--- src/rtl/seg_pattern_decoder.sv ---
// Seven-segment cathode loopback checker: debounce, decode, dwell and sequence check.
// Define SEG_SEQ_CHECK_EN to enable the 0..9 counting-sequence checker.
module seg_pattern_decoder #(
    parameter int unsigned STABLE_CYCLES = 4,
    parameter int unsigned DWELL_W       = 26
) (
    input  logic               clk,
    input  logic               rst_n,
    input  logic [6:0]         cathode_in,
    output logic [3:0]         digit,
    output logic               digit_valid,
    output logic               blank,
    output logic               pattern_err,
    output logic               seq_err,
    output logic [DWELL_W-1:0] dwell
);

    localparam logic [7:0] STAB_MAX  = 8'(STABLE_CYCLES - 1);
    localparam logic [6:0] PAT_BLANK = 7'b1111111;

    typedef enum logic {
        EMPTY,
        LOCKED
    } state_t;

    state_t             state;
    logic [6:0]         cand;
    logic [6:0]         acc;
    logic [7:0]         stabCnt;
    logic [DWELL_W-1:0] dwellCnt;
    logic               accept;
    logic               isDigit;
    logic [3:0]         decDigit;

    assign accept = (stabCnt == STAB_MAX) && (cand != acc);

    always_comb begin
        isDigit  = 1'b1;
        decDigit = 4'd0;
        unique case (cand)
            7'b0000001: decDigit = 4'd0;
            7'b1001111: decDigit = 4'd1;
            7'b0010010: decDigit = 4'd2;
            7'b0000110: decDigit = 4'd3;
            7'b1001100: decDigit = 4'd4;
            7'b0100100: decDigit = 4'd5;
            7'b0100000: decDigit = 4'd6;
            7'b0001111: decDigit = 4'd7;
            7'b0000000: decDigit = 4'd8;
            7'b0000100: decDigit = 4'd9;
            default:    isDigit  = 1'b0;
        endcase
    end

    // Any change restarts the stability window; acc blocks re-acceptance.
    always_ff @(posedge clk or negedge rst_n) begin
        if (!rst_n) begin
            cand    <= PAT_BLANK;
            stabCnt <= 8'd0;
            acc     <= PAT_BLANK;
        end else begin
            if (cathode_in != cand) begin
                cand    <= cathode_in;
                stabCnt <= 8'd0;
            end else if (stabCnt != STAB_MAX) begin
                stabCnt <= stabCnt + 8'd1;
            end
            if (accept) begin
                acc <= cand;
            end
        end
    end

    always_ff @(posedge clk or negedge rst_n) begin
        if (!rst_n) begin
            dwellCnt <= '0;
            dwell    <= '0;
        end else if (accept) begin
            dwell    <= dwellCnt;
            dwellCnt <= DWELL_W'(1);
        end else if (dwellCnt != '1) begin
            dwellCnt <= dwellCnt + DWELL_W'(1);
        end
    end

    always_ff @(posedge clk or negedge rst_n) begin
        if (!rst_n) begin
            state       <= EMPTY;
            digit       <= 4'd0;
            digit_valid <= 1'b0;
            blank       <= 1'b1;
            pattern_err <= 1'b0;
        end else begin
            digit_valid <= 1'b0;
            pattern_err <= 1'b0;
            unique case (state)
                EMPTY:  if (accept && isDigit) state <= LOCKED;
                LOCKED: if (accept && !isDigit) state <= EMPTY;
            endcase
            if (accept) begin
                if (isDigit) begin
                    digit       <= decDigit;
                    digit_valid <= 1'b1;
                    blank       <= 1'b0;
                end else if (cand == PAT_BLANK) begin
                    blank <= 1'b1;
                end else begin
                    pattern_err <= 1'b1;
                end
            end
        end
    end

`ifdef SEG_SEQ_CHECK_EN
    logic [3:0] prev;
    logic [3:0] nextDigit;

    assign nextDigit = (prev == 4'd9) ? 4'd0 : prev + 4'd1;

    // state is sampled before its update, so a fresh chain never flags.
    always_ff @(posedge clk or negedge rst_n) begin
        if (!rst_n) begin
            prev    <= 4'd0;
            seq_err <= 1'b0;
        end else begin
            seq_err <= 1'b0;
            if (accept && isDigit) begin
                seq_err <= (state == LOCKED) && (decDigit != nextDigit);
                prev    <= decDigit;
            end
        end
    end
`else
    assign seq_err = 1'b0;
`endif

endmodule

--- config.mk ---
export PLATFORM = sky130hd
export DESIGN_NAME = seg_pattern_decoder
export DESIGN_NICKNAME = d
export VERILOG_FILES = /design/src/rtl/seg_pattern_decoder.sv
export SDC_FILE = /design/constraint.sdc
export NUM_CORES = 1
export LEC_CHECK = 0
export CAP_MARGIN = 20
export CORE_ASPECT_RATIO = 2
export CORE_MARGIN = 2
export CORE_UTILIZATION = 51
export DETAILED_ROUTE_END_ITERATION = 10
export GPL_TIMING_DRIVEN = 0
export PLACE_DENSITY = 0.8
export SYNTH_ARGS = -nofsm -noshare
export SYNTH_HDL_FRONTEND = slang
export SYNTH_SLANG_ARGS = --single-unit
--- constraint.sdc ---
create_clock -name clk -period 2 [get_ports clk]
set_clock_uncertainty 0.1 [all_clocks]
set_input_delay 0.2 -clock clk [delete_from_list [all_inputs] [get_ports clk]]
set_output_delay 0.2 -clock clk [all_outputs]
set_load 0.05 [all_outputs]
==> results of run 1 <==
[worst reg2reg max path: cells and delay by family (launching register included)]
kind,cells,cell delay (ns)
buffers and inverters,1,0.21
muxes,1,0.32
DFF,1,0.57
AOI/OAI and AO/OA,1,0.22
and+or+nand+nor,3,0.55
[registers in the layout, indices dropped and copies added, names as in the netlist]
signal and count:
dwellCnt 26, dwell 26, stabCnt 8, acc 7, cand 7, digit 4, blank 1, digit_valid 1
pattern_err 1
[worst paths after layout]
check	start	to	slack, ns
min in group clk	cathode_in[3]	cand[3]$_DFFE_PN1N_	0.29
max reg2reg	cand[1]$_DFFE_PN1N_	digit[3]$_DFFE_PN0P_	-0.08
max	cand[1]$_DFFE_PN1N_	digit[3]$_DFFE_PN0P_	-0.08
max in group asynchronous	rst_n	dwellCnt[10]$_DFFE_PN0P_	0.97
min reg2reg	acc[4]$_DFFE_PN1P_	acc[4]$_DFFE_PN1P_	0.39
min	rst_n	stabCnt[1]$_DFFE_PN0P_	0.23
[layer usage]
layer,GRT usage,part of all wire
met5,0,0
met4,0.0852,0.026
met3,0.0509,0.052
met2,0.347,0.50
met1,0.289,0.42
[report_power, final]
group	leakage (nW)	internal (mW)	switching (mW)
Sequential	1.05	1.66	0.0139
Clock	0.142	0.864	0.643
Combinational	1.18	0.0648	0.0919
Total	2.37	2.59	0.748
[repair_timing]
| action | 4_1_cts | 5_1_grt |
|---|---|---|
| hold buffers | 1 | 0 |
| buffers inserted | 11 | 20 |
| pin swaps | 2 | 8 |
| hold endpoints to repair | 13 | 0 |
| gates cloned | 0 | 1 |
| gates resized for setup | 22 | 37 |
| endpoints found under the setup margin | 50 | 61 |
[cell usage after synthesis, types with 2 or more instances]
| cell type | instances | area share |
|---|---|---|
| sky130_fd_sc_hd__nand4_1 | 6 | 0.0092 |
| sky130_fd_sc_hd__mux2_1 | 4 | 0.011 |
| sky130_fd_sc_hd__mux2i_1 | 3 | 0.0074 |
| sky130_fd_sc_hd__mux2_2 | 9 | 0.025 |
| sky130_fd_sc_hd__a211oi_1 | 4 | 0.0074 |
| sky130_fd_sc_hd__nor3_1 | 6 | 0.0074 |
| sky130_fd_sc_hd__nor4_1 | 8 | 0.012 |
| sky130_fd_sc_hd__a2111oi_2 | 2 | 0.0074 |
| sky130_fd_sc_hd__clkbuf_1 | 11 | 0.010 |
| sky130_fd_sc_hd__nand2_1 | 20 | 0.018 |
| sky130_fd_sc_hd__or4_1 | 2 | 0.0037 |
| sky130_fd_sc_hd__nor2_1 | 27 | 0.025 |
| sky130_fd_sc_hd__xnor2_1 | 18 | 0.039 |
| sky130_fd_sc_hd__buf_6 | 6 | 0.017 |
| sky130_fd_sc_hd__nand3_1 | 15 | 0.018 |
| sky130_fd_sc_hd__buf_4 | 3 | 0.0055 |
| sky130_fd_sc_hd__a21oi_1 | 13 | 0.016 |
| sky130_fd_sc_hd__and4_1 | 4 | 0.0086 |
| sky130_fd_sc_hd__o211a_1 | 2 | 0.0049 |
| sky130_fd_sc_hd__nand2b_1 | 2 | 0.0031 |
| sky130_fd_sc_hd__xor2_1 | 16 | 0.035 |
| sky130_fd_sc_hd__and3_1 | 6 | 0.0092 |
| sky130_fd_sc_hd__o21ai_0 | 11 | 0.014 |
| sky130_fd_sc_hd__o21ai_1 | 2 | 0.0025 |
| sky130_fd_sc_hd__o2111ai_1 | 3 | 0.0065 |
| sky130_fd_sc_hd__ha_1 | 2 | 0.0062 |
| sky130_fd_sc_hd__dfrtp_1 | 66 | 0.41 |
| sky130_fd_sc_hd__mux2_4 | 20 | 0.074 |
| sky130_fd_sc_hd__inv_1 | 6 | 0.0055 |
| sky130_fd_sc_hd__dfstp_2 | 15 | 0.097 |
| sky130_fd_sc_hd__or3_1 | 6 | 0.0092 |
| sky130_fd_sc_hd__nand3_2 | 2 | 0.0049 |
| sky130_fd_sc_hd__buf_2 | 5 | 0.0062 |
| sky130_fd_sc_hd__nor3_2 | 2 | 0.0049 |
[cell families (layout without fill, tap and decap cells)]
logic type | count (synthesis) | in the layout
simple gates | 115 | 115
other cells | 1 | 1
mux | 36 | 36
buf+inv | 32 | 121
compound gates | 47 | 47
fa+ha+maj | 2 | 2
xor+xnor | 34 | 34
flops | 81 | 81
[through the flow]
step                utilization  instances
finish                    0.690        533
global route              0.690        533
CTS                       0.650        513
detailed placement        0.591        486
global placement          0.588        485
floorplan                     -        348
[cell type report]
class,count,area (sq um),share of cell area
inverter,6,22.5,0.00417
clock buffer,10,239,0.0443
sequential,81,2060,0.381
timing repair buffer,75,714,0.132
clock inverter,6,33.8,0.00626
tap,96,120,0.0222
multi-input combinational,235,2020,0.374
buffer,24,194,0.0359
==> flow_metrics.env, run 1 <==
export IMPL_dpl_instance_area_sq_um=4630
export IMPL_synthAdderAreaFrac=0.00617
export IMPL_drt_antenna_violating_nets=0
export IMPL_hold_viol=0
export IMPL_final_worst_setup_slack_ns=-0.0819
export IMPL_drt_pre_antenna_iters=5
export IMPL_layout_commonest_cell="sky130_fd_sc_hd__dfrtp_1"
export IMPL_cp_num_buf_inv=1
export IMPL_num_antenna_cells=0
export IMPL_number_of_synthesized_flops_with_an_enable_pin=0
export IMPL_synth_yosys_warnings=0
export IMPL_routed_wire_per_std_cell_microns=17.1
export IMPL_clock_fmax_ghz=0.480
export IMPL_status="finished with violations"
export IMPL_slowest_cell_on_the_critical_path="sky130_fd_sc_hd__dfstp_2"
export IMPL_power_leakage_nw=2.37
export IMPL_ys_seq_area_frac=0.504
export IMPL_numCtsBuffers=9
export IMPL_violations="setup timing"
export IMPL_syn_to_final_growth_pct=33.0
export IMPL_critical_path_peak_fanout=10
export IMPL_layout_worst_path_cycle_share=1.04
export IMPL_ys_flop_type="sky130_fd_sc_hd__dfrtp_1"
export IMPL_clkLatencyLatePin_ns=0.35
export IMPL_routed_wl_mm=9.13
export IMPL_synth_area_per_cell_sq_um=11.7
export IMPL_floorplan_die_width_microns=67.1
export IMPL_grt_antenna_before_repair=0
export IMPL_design_portCount=43
export IMPL_synthSimpleGateAreaFrac=0.162
export IMPL_path_delay_family="flip-flops"
export IMPL_hold_path_class="in2async"
export IMPL_grt_overflow_total=0
export IMPL_cellPowerDensity_nw_per_um2=618
export IMPL_nFillCells=557
export IMPL_combined_area_of_all_synthesized_cells_sq_um=4060
export IMPL_hold_worst_slack_ns=0.232
export IMPL_clk_pin_slew_ns=0.06
export IMPL_synth_top_family_by_area="simple AND/OR/NAND/NOR gates"
export IMPL_timing_critical_path_depth=6
export IMPL_drive_gt1_frac=0.368
export IMPL_setup_worst_path_end_class="flip-flop"
export IMPL_dpl_hpwl_mm=5.35
export IMPL_start_util=0.519
export IMPL_finalPower_mw=3.33
export IMPL_cp_data_required_time_ns=2.13
export IMPL_synth_fp_nets=359
export IMPL_via_count_of_the_first_global_routing_pass=2969
export IMPL_yosys_area_share_xor_xnor=0.0734
export IMPL_detail_route_drc_violations=0
export IMPL_layout_common_cells="58 x sky130_fd_sc_hd__dfrtp_1, 40 x sky130_fd_sc_hd__clkdlybuf4s50_1, 33 x sky130_fd_sc_hd__buf_4"
export IMPL_rows=46
export IMPL_numClockSinks=81
export IMPL_tightest_slew_ns=0.553
export IMPL_global_route_wire_length_before_repair_mm=14.6
export IMPL_placement_setup_worst_slack_ns=-0.431
export IMPL_setup_violations_final=23
export IMPL_htree_levels=3
export IMPL_core_area_sq_um=7830
export IMPL_slowest_cell_delay_on_critical_path_ns=0.57
export IMPL_timing_critical_path_arrival_ns=2.21
export IMPL_cts_root_buf="sky130_fd_sc_hd__clkbuf_16"
export IMPL_max_cap_violations=0
export IMPL_postLayoutCellArea_sq_um=5400
export IMPL_ys_seq_elements=81
export IMPL_asr_flop_ratio_synth=1.00
export IMPL_grt_util_all_layers=0.219
export IMPL_vias=3041
export IMPL_final_net_count=443
export IMPL_irDropWorstVdd_mv=0.506
export IMPL_r2r_depth=6
export IMPL_avgViaCountPerCell=5.71
export IMPL_timing_max_slew_rel_slack=0.630
export IMPL_timing_final_crit_period_ns=2.08
export IMPL_detailedRoute_firstIterationViolations=276
export IMPL_synth_mux_area_fraction=0.117
export IMPL_globalplace_congestion=0.854
export IMPL_die_area_sq_um=8730
export IMPL_unrepaired_setup_endpoints_after_global_routing="yes"
export IMPL_synth_compound_gate_area_share=0.0882
export IMPL_path_cells="clkbuf_4 > nand3_1 > nor4_4 > nor3_2 > a21oi_4 > mux2_4"
export IMPL_netlist_cell_type_count=55
export IMPL_die_height_microns=130
export IMPL_numPortBuffers=41
export IMPL_pin_count_of_the_biggest_net_entering_global_routing=54
export IMPL_worst_setup_path_type="reg2reg"
export IMPL_cts_tree="built"
export IMPL_cts_buffer_depth=2
export IMPL_final_max_slew_viol_count=0
export IMPL_critical_path_startpoint_type="flip-flop"
export IMPL_synthCells=348
export IMPL_fin_setup_tns_ns=-0.993
No activity file was read; power rests on OpenSTA's default activity.
==> run 2, diff against run 1 <==
--- a/config.mk
+++ b/config.mk
@@ -12,6 +12,7 @@
 export DETAILED_ROUTE_END_ITERATION = 10
 export GPL_TIMING_DRIVEN = 0
 export PLACE_DENSITY = 0.8
+export SKIP_CTS_REPAIR_TIMING = 1
 export SYNTH_ARGS = -nofsm -noshare
 export SYNTH_HDL_FRONTEND = slang
 export SYNTH_SLANG_ARGS = --single-unit
==> flow_metrics.env, run 2 (synthesis gave the netlist of run 1 again) <==
export IMPL_globalplace_congestion=0.854
export IMPL_cts_root_buf="sky130_fd_sc_hd__clkbuf_16"
export IMPL_htree_levels=3
export IMPL_biggestRegsByFlops="dwellCnt: 26 flops, dwell: 26 flops, stabCnt: 8 flops"
export IMPL_final_max_slew_viol_count=0
export IMPL_drt_antenna_violating_nets=0
export IMPL_status="finished with violations"
export IMPL_grt_antenna_before_repair=0
export IMPL_grt_overflow_total=0
export IMPL_critical_path_reg2reg_startpoint="stabCnt[1]$_DFFE_PN0P_"
export IMPL_multi_input_area_sq_um=1970
export IMPL_tightest_slew_ns=0.520
export IMPL_cts_tree="built"
export IMPL_die_height_microns=130
export IMPL_layout_common_cells="65 x sky130_fd_sc_hd__dfrtp_1, 40 x sky130_fd_sc_hd__clkdlybuf4s50_1, 26 x sky130_fd_sc_hd__nor2_1, 26 x sky130_fd_sc_hd__mux2_4, 23 x sky130_fd_sc_hd__buf_4"
export IMPL_via_count_of_the_first_global_routing_pass=2864
export IMPL_floorplan_die_width_microns=67.1
export IMPL_drt_pre_antenna_iters=4
export IMPL_worst_setup_path_type="reg2reg"
export IMPL_timing_critical_path_arrival_ns=2.31
export IMPL_violations="setup timing"
export IMPL_path_cells="ha_4 > nor4b_4 > nand2_2 > a41o_1 > buf_12 > buf_8 > a21oi_4 > mux2_4"
export IMPL_numCtsBuffers=9
export IMPL_num_antenna_cells=0
export IMPL_vias=2984
export IMPL_r2r_end="digit[3]$_DFFE_PN0P_"
export IMPL_slowest_cell_on_the_critical_path="sky130_fd_sc_hd__dfrtp_1"
export IMPL_cts_buffer_depth=2
export IMPL_start_util=0.519
export IMPL_final_net_count=438
export IMPL_global_route_wire_length_before_repair_mm=13.9
export IMPL_unrepaired_setup_endpoints_after_global_routing="yes"
export IMPL_grt_util_all_layers=0.210
export IMPL_timing_max_slew_rel_slack=0.650
export IMPL_die_area_sq_um=8730
export IMPL_finalPower_mw=3.33
export IMPL_pin_count_of_the_biggest_net_entering_global_routing=54
export IMPL_fin_setup_tns_ns=-2.99
export IMPL_drive_gt1_frac=0.329
export IMPL_clk_pin_slew_ns=0.06
export IMPL_rows=46
export IMPL_cellPowerDensity_nw_per_um2=622
export IMPL_critical_path_peak_fanout=5
export IMPL_hold_path_class="in2async"
export IMPL_setup_reg_to_reg_worst_slack_ns=-0.18
export IMPL_layout_worst_path_cycle_share=1.09
export IMPL_timing_final_crit_period_ns=2.18
export IMPL_nFillCells=562
export IMPL_slowest_cell_delay_on_critical_path_ns=0.40
export IMPL_max_cap_violations=0
export IMPL_irDropWorstVdd_mv=0.507
export IMPL_critical_path_startpoint_type="flip-flop"
export IMPL_r2r_depth=8
export IMPL_numPortBuffers=41
export IMPL_numClockSinks=81
export IMPL_core_area_sq_um=7830
export IMPL_dpl_hpwl_mm=5.35
export IMPL_regArea_sq_um=2050
export IMPL_layout_commonest_cell="sky130_fd_sc_hd__dfrtp_1"
export IMPL_clock_fmax_ghz=0.458
export IMPL_clkLatencyLatePin_ns=0.34
export IMPL_power_leakage_nw=2.36
export IMPL_routed_wire_per_std_cell_microns=16.7
export IMPL_post_route_util=0.685
export IMPL_syn_to_final_growth_pct=32.0
export IMPL_cp_data_required_time_ns=2.13
export IMPL_placement_setup_worst_slack_ns=-0.431
export IMPL_setup_worst_path_end_class="flip-flop"
export IMPL_fin_cells=528
export IMPL_design_portCount=43
export IMPL_place_inst=486
export IMPL_final_worst_setup_slack_ns=-0.184
export IMPL_avgViaCountPerCell=5.65
export IMPL_detail_route_drc_violations=0
export IMPL_hold_viol=0
export IMPL_routed_wl_mm=8.80
export IMPL_detailedRoute_firstIterationViolations=172
export IMPL_setup_violations_final=31
## run 2: cell count changes in the layout (fill, tap and decap cells not counted), sizes merged
cell  change
buf       -5
## run 2: metal layers
layer  global-route usage  vias to the layer above  part of all wire
met5                    0                        -                 0
met4               0.0840                        0             0.015
met3               0.0483                       10             0.044
met2                0.330                       80              0.50
met1                0.278                     1498              0.44
li1                     -                     1396                 -
## run 2: worst max-delay path: cells and delay by family, from the launching register on
kind                       cells  cell delay [ns]
AOI/OAI and AO/OA              2             0.43
and+or+nand+nor                2             0.37
DFF                            1             0.40
adders and majority gates      1             0.17
muxes                          1             0.32
buffers and inverters          2             0.27
## run 2: worst max path at each step
stage / endpoint / cells after the start / slack (ns) / startpoint
6_report: digit[3]$_DFFE_PN0P_ / 8 / -0.18 / stabCnt[1]$_DFFE_PN0P_
5_1_grt: digit[3]$_DFFE_PN0P_ / 8 / -0.27 / stabCnt[1]$_DFFE_PN0P_
4_1_cts: dwellCnt[14]$_DFFE_PN0P_ / 6 / -0.42 / stabCnt[0]$_DFFE_PN0P_
3_5_place_dp: dwellCnt[14]$_DFFE_PN0P_ / 6 / -0.43 / stabCnt[0]$_DFFE_PN0P_
3_3_place_gp: dwell[18]$_DFFE_PN0P_ / 1 / -2.21 / rst_n
2_1_floorplan: dwell[7]$_DFFE_PN0P_ / 7 / 0.003 / cand[0]$_DFFE_PN1N_
## run 2: area by class of cell
class | count | share of cell area
Tap cell | 96 | 0.0224
Clock buffer | 10 | 0.0446
Sequential cell | 81 | 0.382
Clock inverter | 6 | 0.00630
Buffer | 25 | 0.0388
Multi-Input combinational cell | 235 | 0.367
Inverter | 6 | 0.00420
Timing Repair Buffer | 69 | 0.134
## run 2: metrics by stage
| step | instance area, sq um | hold slack [ns] |
|---|---|---|
| floorplan | 4070 | -0.196 |
| global placement | 4600 | 0.374 |
| detailed placement | 4630 | 0.0555 |
| CTS | 4900 | -0.304 |
| global route | 5360 | 0.279 |
| finish | 5360 | 0.241 |
## run 2: power breakdown
part | switching, mW | internal (mW) | total (mW)
clock | 0.641 | 0.864 | 1.50
combinational | 0.0921 | 0.0651 | 0.157
sequential | 0.0116 | 1.66 | 1.67
total | 0.745 | 2.59 | 3.33
==> run 3, diff against run 2 <==
--- a/config.mk
+++ b/config.mk
@@ -9,6 +9,7 @@
 export CORE_ASPECT_RATIO = 2
 export CORE_MARGIN = 2
 export CORE_UTILIZATION = 51
+export CTS_CLUSTER_SIZE = 28
 export DETAILED_ROUTE_END_ITERATION = 10
 export GPL_TIMING_DRIVEN = 0
 export PLACE_DENSITY = 0.8
==> results of run 3 <==
Same layout as run 2: the final DEF is identical, and so are final timing and power.
